`src/rtl/regfile_alu_sequencer.sv`:
```
// Command sequencer for the register-file/ALU datapath: valid/ready command FIFO, in-order issue FSM, read-response port.
// Optional RETIRE_COUNT_EN builds a 16-bit retired-command counter; otherwise retireCount is tied to 0.
module regfile_alu_sequencer #(
    parameter int DEPTH  = 4,
    parameter int DATA_W = 32,
    parameter int ADDR_W = 4
) (
    input  logic              clock,
    input  logic              reset,
    input  logic              cmdValid,
    output logic              cmdReady,
    input  logic [1:0]        cmdOp,
    input  logic [2:0]        cmdFunc,
    input  logic [ADDR_W-1:0] cmdDest,
    input  logic [ADDR_W-1:0] cmdLeft,
    input  logic [ADDR_W-1:0] cmdRight,
    input  logic [DATA_W-1:0] cmdImm,
    output logic              respValid,
    input  logic              respReady,
    output logic [DATA_W-1:0] respData,
    output logic              carryFlag,
    output logic              busy,
    output logic [DATA_W-1:0] regDataIn,
    output logic [2:0]        regFunc,
    output logic              regCrIn,
    output logic [ADDR_W-1:0] regLeftAddr,
    output logic [ADDR_W-1:0] regRightAddr,
    output logic [ADDR_W-1:0] regDestAddr,
    output logic              regWriteEn,
    output logic              regSelInput,
    input  logic [DATA_W-1:0] regDataOut,
    input  logic              regCrOut,
    output logic [15:0]       retireCount
);
    localparam int PTR_W = $clog2(DEPTH);
    localparam logic [PTR_W:0] PTR_ONE = 1;

    typedef enum logic [1:0] {OP_LOADI = 2'd0, OP_ALU = 2'd1, OP_ALUC = 2'd2, OP_READ = 2'd3} cmdOpT;
    typedef enum logic [1:0] {ISSUE, CARRY, READ, RESP} stateT;

    typedef struct packed {
        cmdOpT             op;
        logic [2:0]        func;
        logic [ADDR_W-1:0] dest;
        logic [ADDR_W-1:0] left;
        logic [ADDR_W-1:0] right;
        logic [DATA_W-1:0] imm;
    } cmdT;

    cmdT             fifoMem [DEPTH];
    cmdT             head;
    logic [PTR_W:0]  wrPtr, rdPtr;
    logic            empty, full, push, pop;
    stateT           state, stateNext;

    logic [DATA_W-1:0] dataInNext, respDataNext;
    logic [2:0]        funcNext;
    logic              crInNext, writeEnNext, selInputNext, respValidNext, carryNext;
    logic [ADDR_W-1:0] leftNext, rightNext, destNext;

    // Extra pointer bit distinguishes full from empty when the index bits match.
    assign empty    = (wrPtr == rdPtr);
    assign full     = (wrPtr[PTR_W] != rdPtr[PTR_W]) && (wrPtr[PTR_W-1:0] == rdPtr[PTR_W-1:0]);
    assign cmdReady = !full;
    assign push     = cmdValid && !full;
    assign head     = fifoMem[rdPtr[PTR_W-1:0]];
    assign busy     = !empty || (state != ISSUE);

    // NOTE: FIFO storage has no reset; the pointers alone define which entries are valid.
    always_ff @(posedge clock) begin
        if (push) begin
            fifoMem[wrPtr[PTR_W-1:0]] <= '{op: cmdOpT'(cmdOp), func: cmdFunc, dest: cmdDest,
                                           left: cmdLeft, right: cmdRight, imm: cmdImm};
        end
    end

    // NOTE: every always_comb output gets a default first so no path can infer a latch.
    always_comb begin
        stateNext     = state;
        pop           = 1'b0;
        dataInNext    = regDataIn;
        funcNext      = regFunc;
        crInNext      = regCrIn;
        leftNext      = regLeftAddr;
        rightNext     = regRightAddr;
        destNext      = regDestAddr;
        selInputNext  = regSelInput;
        writeEnNext   = 1'b0;
        respValidNext = respValid;
        respDataNext  = respData;
        carryNext     = carryFlag;
        unique case (state)
            ISSUE: if (!empty) begin
                pop = 1'b1;
                unique case (head.op)
                    OP_LOADI: begin
                        selInputNext = 1'b0;
                        dataInNext   = head.imm;
                        destNext     = head.dest;
                        writeEnNext  = 1'b1;
                    end
                    OP_ALU, OP_ALUC: begin
                        selInputNext = 1'b1;
                        funcNext     = head.func;
                        leftNext     = head.left;
                        rightNext    = head.right;
                        destNext     = head.dest;
                        crInNext     = (head.op == OP_ALUC) ? carryFlag : 1'b0;
                        writeEnNext  = 1'b1;
                        stateNext    = CARRY;
                    end
                    OP_READ: begin
                        leftNext  = head.left;
                        stateNext = READ;
                    end
                endcase
            end
            CARRY: begin
                carryNext = regCrOut;
                stateNext = ISSUE;
            end
            READ: begin
                respDataNext  = regDataOut;
                respValidNext = 1'b1;
                stateNext     = RESP;
            end
            RESP: if (respReady) begin
                respValidNext = 1'b0;
                stateNext     = ISSUE;
            end
        endcase
    end

    // NOTE: sequential state uses non-blocking assignments so all registers update from pre-edge values.
    always_ff @(posedge clock or posedge reset) begin
        if (reset) begin
            state        <= ISSUE;
            wrPtr        <= '0;
            rdPtr        <= '0;
            regDataIn    <= '0;
            regFunc      <= '0;
            regCrIn      <= 1'b0;
            regLeftAddr  <= '0;
            regRightAddr <= '0;
            regDestAddr  <= '0;
            regWriteEn   <= 1'b0;
            regSelInput  <= 1'b0;
            respValid    <= 1'b0;
            respData     <= '0;
            carryFlag    <= 1'b0;
        end else begin
            state        <= stateNext;
            if (push) wrPtr <= wrPtr + PTR_ONE;
            if (pop)  rdPtr <= rdPtr + PTR_ONE;
            regDataIn    <= dataInNext;
            regFunc      <= funcNext;
            regCrIn      <= crInNext;
            regLeftAddr  <= leftNext;
            regRightAddr <= rightNext;
            regDestAddr  <= destNext;
            regWriteEn   <= writeEnNext;
            regSelInput  <= selInputNext;
            respValid    <= respValidNext;
            respData     <= respDataNext;
            carryFlag    <= carryNext;
        end
    end

`ifdef RETIRE_COUNT_EN
    logic        retire;
    logic [15:0] retireCnt;

    // LOADI retires at issue, ALU/ALUC when leaving CARRY, READ at the response handshake.
    assign retire = (pop && head.op == OP_LOADI) || (state == CARRY) || (state == RESP && respReady);

    always_ff @(posedge clock or posedge reset) begin
        if (reset)       retireCnt <= '0;
        else if (retire) retireCnt <= retireCnt + 16'd1;
    end

    assign retireCount = retireCnt;
`else
    assign retireCount = '0;
`endif

endmodule

```
`config.mk`:
```
export PLATFORM = sky130hd
export DESIGN_NAME = regfile_alu_sequencer
export DESIGN_NICKNAME = d
export VERILOG_FILES = /design/src/rtl/regfile_alu_sequencer.sv
export SDC_FILE = /design/constraint.sdc
export NUM_CORES = 1
export LEC_CHECK = 0
export BUFFER_PORTS_ARGS = -buffer_cell sky130_fd_sc_hd__buf_2
export CAP_MARGIN = 20
export CORE_MARGIN = 3
export CORE_UTILIZATION = 30
export CTS_CLUSTER_SIZE = 28
export DETAILED_ROUTE_END_ITERATION = 8
export GPL_ROUTABILITY_DRIVEN = 0
export SLEW_MARGIN = 5
export SYNTH_ARGS = -nofsm -noshare
export SYNTH_HDL_FRONTEND = slang
export SYNTH_SLANG_ARGS = --single-unit
```
`constraint.sdc`:
```
create_clock -name clock -period 5 [get_ports clock]
set_input_delay 0.5 -clock clock [delete_from_list [all_inputs] [get_ports clock]]
set_output_delay 0.5 -clock clock [all_outputs]
set_load 0.03 [all_outputs]
```
== Word-level counts from Yosys, hierarchy flattened ==
Memories as Yosys holds them, arrays and structs flattened.
Cells that the tools add are included.

* Bitwise gates (word level): 1
* Reduce and logical (&&, ||, !) cells: 20
* Add/subtract/negate cells: 2
* Mux-type cells: 15
* Equal/unequal tests: 12

{| class="wikitable"
|+ Operators by type and width
! cell !! count
|-
| $reduce_and 3->1 || 6
|-
| $mux 1 || 9
|-
| $eq 2x2->1 const B || 4
|-
| $pmux 2 s4 || 1
|-
| $add 3x1->3 const B || 2
|-
| $reduce_bool 2->1 || 3
|-
| $reduce_or 3->1 || 2
|-
| $eq 2x1->1 const B || 2
|-
| $logic_not 2->1 || 2
|-
| $mux 2 || 2
|-
| $ne 2x2->1 const B || 2
|-
| $pmux 1 s2 || 2
|-
| $pmux 2 s2 || 1
|-
| $eq 3x3->1 || 1
|-
| $ne 3x1->1 const B || 1
|-
| $eq 2x2->1 || 1
|-
| $logic_and 1x1->1 || 2
|-
| $logic_not 1->1 || 2
|-
| $reduce_and 2->1 || 1
|-
| $reduce_or 2->1 || 1
|-
| $logic_or 1x1->1 || 1
|-
| $ne 1x1->1 || 1
|-
| $not 1->1 || 1
|}

* Output and inout port bits: 102
* Memories kept: 1
* RAM bits: 196
* Register bits after elaboration: 92
* Input bits: 86
* Word-level logic and storage cells: 65

{| class="wikitable"
|+ Memory list
! name !! depth !! width !! rd ports !! clocked after Yosys merged registers in !! write ports !! RTL line !! text
|-
| fifoMem || 4 || 49 || 1 || 0 || 1 || 50 || <nowiki>cmdT fifoMem [DEPTH];</nowiki>
|}

== Longest topological paths before layout ==
Gate-level depths: netlist (run 1).

* Depth after elaboration: 6
* Depth in mapped cells: 8
* Gate-level depth less buffers: 5

== Worst setup path after synthesis (run 1) ==
No wires, ideal clock.

* Path type: register -> register
* Start point: register rdPtr[0]
* End point: memory fifoMem[3][0] (netlist bit), enable pin
* Path slack: 1.032 ns
* Data required time: 4.512 ns
* Cell stages (with the launch flop): 4
* Buffers on the path: 1
* Library setup time: 0.488 ns
* Arrival time: 3.480 ns
* Period minus slack after synthesis: 3.968 ns
* Cells stage by stage: dfrtp_1 buf_6 xnor2_1 a31oi_1

* Word-level cells in the longest chain between the ends: 6

{| class="wikitable"
|+ Ends and longest elaborated chain
! what !! RTL line !! text
|-
| start, declared || 52 || <nowiki>logic [PTR_W:0] wrPtr, rdPtr;</nowiki>
|-
| start signal, assigned || 154 || <nowiki>if (pop) rdPtr <= rdPtr + PTR_ONE;</nowiki>
|-
| $eq 2x2->1 || 63 || <nowiki>assign full = (wrPtr[PTR_W] != rdPtr[PTR_W]) && (wrPtr[PTR_W-1:0] == rdPtr[PTR_W-1:0]);</nowiki>
|-
| $logic_and 1x1->1 || 63 ||
|-
| $logic_not 1->1 || 65 || <nowiki>assign push = cmdValid && !full;</nowiki>
|-
| $logic_and 1x1->1 || 65 ||
|-
| $mux 1 || 71 || <nowiki>if (push) begin</nowiki>
|-
| $mux 1 (implied by the code) || 72 || <nowiki>fifoMem[wrPtr[PTR_W-1:0]] <= '{op: cmdOpT'(cmdOp), func: cmdFunc, dest: cmdDest,</nowiki>
|-
| end, declared || 50 ||
|}

Every way passes these cells.

== Worst setup path after layout (run 1) ==
* Start point: register rdPtr[1]
* End point: output port busy

* Word-level cells in the longest chain between the ends: 3

{| class="wikitable"
|+ Ends and longest elaborated chain
! what !! RTL line !! text
|-
| $eq 3x3->1 || 62 || <nowiki>assign empty = (wrPtr == rdPtr);</nowiki>
|-
| $logic_not 1->1 || -- ||
|-
| $logic_or 1x1->1 || 67 || <nowiki>assign busy = !empty || (state != ISSUE);</nowiki>
|-
| end, declared || 22 || <nowiki>output logic busy,</nowiki>
|}

Every way passes these cells.

==> results.txt, run 1 <==
area grow syn2layout = 20.9%
Ports = 188
Peak VDD IR = 0.000359 V
Largest stage delay, worst path = 0.96 ns
total power = 9.26 mW
final core utilization = 37.3%
setup slack, reg-to-reg = 2.12 ns
EDFF count, synth = 196
vias in the first global route = 5632
FMAX = 330 MHz
largest net degree at the start of global routing = 54
CTS clk-pin slew, worst paths = 0.06 ns
Tmin final = 3.03 ns
die area = 0.0394 mm²
TritonCTS Buffers = 31
hold_buf cts = 0
WP buf/inv = 1
CTS tree = done
port bufs = 171
row cnt = 69
Syn Inst Count = 582
Synth top area share = 53.0%
initial drt markers = 163
Yosys reg bits = 288
mapped cell area = 0.0111 mm²
Remaining Overflow, GRT = 0
Sum Neg Setup Slack = 0 ns
Worst-Skew Late Latency = 0.57 ns
root buffer cell = clkbuf_16
vias per cell = 4.40
drt drc = 0
routed vias = 5508
unrepaired setup endpoints after global routing = no
Worst slew margin = 46.3%
Seq/Total Area, Yosys = 73.7%
floorplan die height = 198 µm
hpwl dp = 14700 µm
Yosys top cell by area = edfxtp_1
ys flop type = edfxtp_1
yosys warns = 0
Die X = 198 µm
WP data required = 4.50 ns
initial antenna violation count = 5
critical path fanouts, max = 53
Sink Count = 288
top-count cell post-synth = edfxtp_1
worst hold slack = -0.00723 ns
type of origin of the critical path = register
antenna viol nets, final = 0
Pre-antenna DRT Iters = 4
syn_area_per_cell = 19.1 µm²
Worst Max-Slew Pin Slew = 0.805 ns
Post-Route WL = 23200 µm
CP Class = register to primary output
crit path cell chain = xor2_2, nor3_1, nand2_1, buf_2
Hold Path Class = input port to asynchronous set/reset pin
Tot GR Track Use = 11.7%
Yosys cell types = 34
Starting Density = 30.8%
Place WS = 2.04 ns
post-DR wirelength/cell = 18.6 µm
Synth area leaders = edfxtp_1, dfrtp_1, mux4_2
Slew Viols, Final = 0
Max clock buf depth = 3
power density over cell area = 690 mW/mm²
outcome = finished with violations
Async SR Flop Fraction = 31.9%
CTS H-tree lvls = 1
Post-CTS Setup Inserts = 0
Fin. Hold Viols = 4
# Max-Cap Violations = 0
CP arrival = 2.53 ns
Worst Slack Setup Final = 1.97 ns
share of cells above drive strength 1 = 42.6%
Antenna Cells = 0
global-route wire length before repair = 34900 µm
Post-synth top cells = edfxtp_1, nand2_1, dfrtp_1
failing checks = hold timing
nets = 861
Stages on worst setup path = 4
Slowest-stage cell, CP = dfrtp_4
endpoints failing setup = 0
leakage = 5.28 nW
CP endpoint kind = primary output
worst r2r path cells = 5
clk_skew = 0.00850 ns
cts repair resizes = 0
Top delay family on crit path = flip-flops
final worst path period share = 60.7%
CORE AREA = 0.0360 mm²
==> area by class of cell <==
| class | instances | area [µm²] |
|---|---|---|
| Clock inverter | 14 | 154 |
| Timing Repair Buffer | 176 | 901 |
| Sequential cell | 288 | 8200 |
| Clock buffer | 44 | 875 |
| Inverter | 8 | 32.5 |
| Fill cell | 3359 | 22600 |
| Tap cell | 461 | 577 |
| Multi-Input combinational cell | 261 | 2690 |
==> kinds of logic (layout without fill, tap and decap cells) <==
| family | after synthesis | in the layout | synth area share [%] |
|---|---|---|---|
| buf+inv | 48 | 242 | 2.77 |
| compound gates | 10 | 10 | 1.04 |
| flops | 288 | 288 | 73.7 |
| mux | 101 | 101 | 16.2 |
| fa+ha+maj | 9 | 9 | 1.01 |
| xor+xnor | 10 | 10 | 1.09 |
| other cells | 1 | 16 | 0.0338 |
| simple gates | 115 | 115 | 4.09 |
==> worst register-to-register path: stages (launching register included) <==
cell and delay [ns]:
dfrtp_4 0.96, mux4_2 0.44, inv_1 0.12, ha_1 0.17, o311a_4 0.66, mux2_2 0.42
==> per-layer routing <==
| layer | track usage (%) | wire, µm | share of wire, % |
|---|---|---|---|
| met4 | 3.46 | 654 | 2.8 |
| met1 | 15.6 | 10000 | 43 |
| met3 | 3.18 | 1610 | 6.9 |
| met2 | 18.9 | 10900 | 47 |
| met5 | 0 | 48 | 0.21 |
==> through the flow <==
| step | std cells | cell area, µm² |
|---|---|---|
| after floorplan | 597 | 11200 |
| after global placement | 1193 | 12400 |
| after detailed placement | 1194 | 12400 |
| after CTS | 1252 | 13400 |
| after global routing | 1252 | 13400 |
| final | 1252 | 13400 |
==> cell usage in the layout (no fill, tap or decap), types with 2 or more instances in the layout <==
cell type,Yosys,layout
nand2_1,103,103
buf_2,6,171
ha_1,9,9
bufinv_16,0,2
clkinv_4,0,2
clkinv_1,0,3
mux2_2,21,21
xor2_2,2,2
mux4_2,49,49
xor2_1,3,3
buf_4,17,4
and2_4,0,3
nor2_1,2,2
nand2b_1,3,3
clkbuf_1,13,8
clkinvlp_4,0,2
dfrtp_1,92,90
conb_1,1,16
clkinv_2,0,2
o311a_1,2,2
dfrtp_4,0,2
clkbuf_16,0,31
mux2_4,30,30
edfxtp_1,196,196
clkbuf_8,0,5
inv_1,8,7
xnor2_1,4,4
==> final timing paths <==
path | startpoint | end
max | rdPtr[1] | busy
min in group clock | regDataOut[7] | respData[7]
min reg2reg | respData[13] | respData[13]
min | reset | regFunc[0]
max reg2reg | rdPtr[1] | regDataIn[19]
max in group asynchronous | reset | respData[20]
==> sequential cells by signal, indices dropped and copies added (netlist names) <==
register and count:
carryFlag 1, fifoMem 196, rdPtr 3, regCrIn 1, regDataIn 32, regDestAddr 4, regFunc 3, regLeftAddr 4
regRightAddr 4, regSelInput 1, regWriteEn 1, respData 32, respValid 1, state 2, wrPtr 3
==> power by group <==
| group | switching [mW] | internal [mW] | leakage (nW) |
|---|---|---|---|
| Sequential | 0.453 | 3.35 | 2.90 |
| Clock | 0.942 | 1.33 | 0.497 |
| Combinational | 1.88 | 1.29 | 1.88 |
Power figures use the tool's default switching activity.
==> inputs of run 2 (changes only) <==
==> constraint.sdc (replaced) <==
create_clock -name clock -period 2.57 [get_ports clock]
set_input_delay 0.257 -clock clock [delete_from_list [all_inputs] [get_ports clock]]
set_output_delay 0.257 -clock clock [all_outputs]
set_load 0.03 [all_outputs]
==> run 2 against run 1 <==
The flow now finishes without violations; critical path depth rose by 1; clock skew is 0.039 ns higher; count of clock-buffer cells in the layout decreased by 2; via count rose by 7.5%; first-iteration DRC count is 28% higher; sequential power increased by 87%; flip-flop and latch count is the same; final cell count increased by 8.1%; critical endpoint unchanged; largest power group unchanged; highest routed layer unchanged.
==> results.txt, run 2 (synthesis results as in run 1) <==
Largest register FFs = 196
power density over cell area = 1260 mW/mm²
global-route wire length before repair = 36500 µm
port bufs = 171
setup slack, reg-to-reg = 0.24 ns
worst r2r path cells = 6
Design Area, Final = 0.0145 mm²
critical path fanouts, max = 20
Max clock buf depth = 3
Hold Path Class = input port to register
Worst Max-Slew Pin Slew = 0.696 ns
commonest non-fill, non-tap cells in the layout = edfxtp_1, buf_2, nand2_1, dfrtp_1, dlygate4sd3_1
routed vias = 5919
WP data required = 2.31 ns
Ports = 188
Fin. Hold Viols = 0
CTS H-tree lvls = 1
# Max-Cap Violations = 0
drt drc = 0
Top delay family on crit path = flip-flops
Peak VDD IR = 0.000603 V
CORE AREA = 0.0360 mm²
row cnt = 69
Starting Density = 30.8%
Worst setup startpoint = rdPtr[0]
clk_skew = 0.0475 ns
Hold Crit Depth = 3
nets = 963
Hold Crit Start = cmdValid
worst hold slack = 0.137 ns
commonest non-fill, non-tap cell in the layout = edfxtp_1
Remaining Overflow, GRT = 0
area grow syn2layout = 30.2%
CTS clk-pin slew, worst paths = 0.06 ns
CP endpoint kind = primary output
crit path cell chain = buf_6, xor2_4, nor3_4, nand2_1, buf_2
final worst path period share = 93.8%
Die X = 198 µm
Hold Path Sink = wrPtr[0]
Slew Viols, Final = 0
CP Class = register to primary output
FF-to-FF Start = rdPtr[0]
initial antenna violation count = 3
CP arrival = 2.15 ns
CTS tree = done
WP buf/inv = 2
vias in the first global route = 6095
Post-Route WL = 24100 µm
Slowest-stage cell, CP = dfrtp_4
endpoints failing setup = 0
Worst slew margin = 53.5%
die area = 0.0394 mm²
Placed Area = 0.0126 mm²
Tmin final = 2.41 ns
Sink Count = 288
outcome = finished, final reports clean
type of origin of the critical path = register
post-DR wirelength/cell = 17.8 µm
antenna viol nets, final = 0
worst r2r dst = regDataIn[29]
initial drt markers = 208
FMAX = 415 MHz
floorplan die height = 198 µm
Largest stage delay, worst path = 0.51 ns
largest net degree at the start of global routing = 36
TritonCTS Buffers = 30
vias per cell = 4.37
unrepaired setup endpoints after global routing = no
hpwl dp = 15700 µm
root buffer cell = clkbuf_16
Pre-antenna DRT Iters = 4
leakage = 5.73 nW
Worst-Skew Late Latency = 0.58 ns
share of cells above drive strength 1 = 39.9%
fillcell total = 3214
Tot GR Track Use = 12.1%
Sum Neg Setup Slack = 0 ns
==> run 2: final cells by class <==
type	instances	area (µm²)	share of cell area, %
Antenna cell	1	2.50	0.0173
Clock buffer	42	826	5.71
Multi-Input combinational cell	261	2700	18.7
Sequential cell	288	8190	56.7
Tap cell	461	577	3.99
Clock inverter	14	156	1.08
Inverter	8	33.8	0.234
Timing Repair Buffer	279	1970	13.6
==> run 2: how the worst max path moves through the flow <==
stage / slack, ns / cells after the start / endpoint
final: 0.16 / 5 / busy
after global routing: 0.04 / 5 / busy
after CTS: 0.04 / 5 / busy
after detailed placement: 0.25 / 6 / regDataIn[3]
after global placement: 0.30 / 6 / regDataIn[3]
after floorplan: 0.19 / 8 / regDataIn[0]
==> run 2: report_power, final <==
part / total, mW / switching [mW] / leakage [nW] / internal, mW
Combinational: 6.90 / 4.08 / 2.35 / 2.82
Clock: 4.24 / 1.78 / 0.477 / 2.46
Sequential: 7.13 / 0.626 / 2.90 / 6.51
==> run 2: worst min-delay path, delay by kind of cell <==
family / cells / cell delay [ns]
buf+inv: 1 / 0.12
xor+xnor: 1 / 0.14
compound gates: 1 / 0.16
==> run 2: stage by stage <==
| stage | std cells | power, mW | setup WS, ns | util (%) |
|---|---|---|---|---|
| after detailed placement | 1213 | 14.1 | 0.252 | 35.0 |
| after CTS | 1353 | 18.6 | 0.0362 | 40.1 |
| after floorplan | 597 | 12.0 | 0.187 | - |
| after global routing | 1353 | 19.3 | 0.0357 | 40.2 |
| final | 1354 | 18.3 | 0.159 | 40.2 |
| after global placement | 1213 | 14.0 | 0.299 | 35.0 |
==> run 2: repair_timing <==
item                                    CTS  global route
endpoints found under the hold margin   253             0
gates resized for setup                   3             1
buffers inserted                          0             0
endpoints found under the setup margin    2             1
hold buffers                             84             0
==> run 2: layer usage <==
layer  part of all wire (%)  vias to the layer above  wire length (µm)  track usage (%)
li1                       -                     2727                 -                -
met1                     45                     2958             10700             16.7
met2                     47                      204             11200             19.5
met3                    7.0                       28              1680             3.00
met4                    1.8                        2               428             2.46
met5                  0.054                        -                13                0
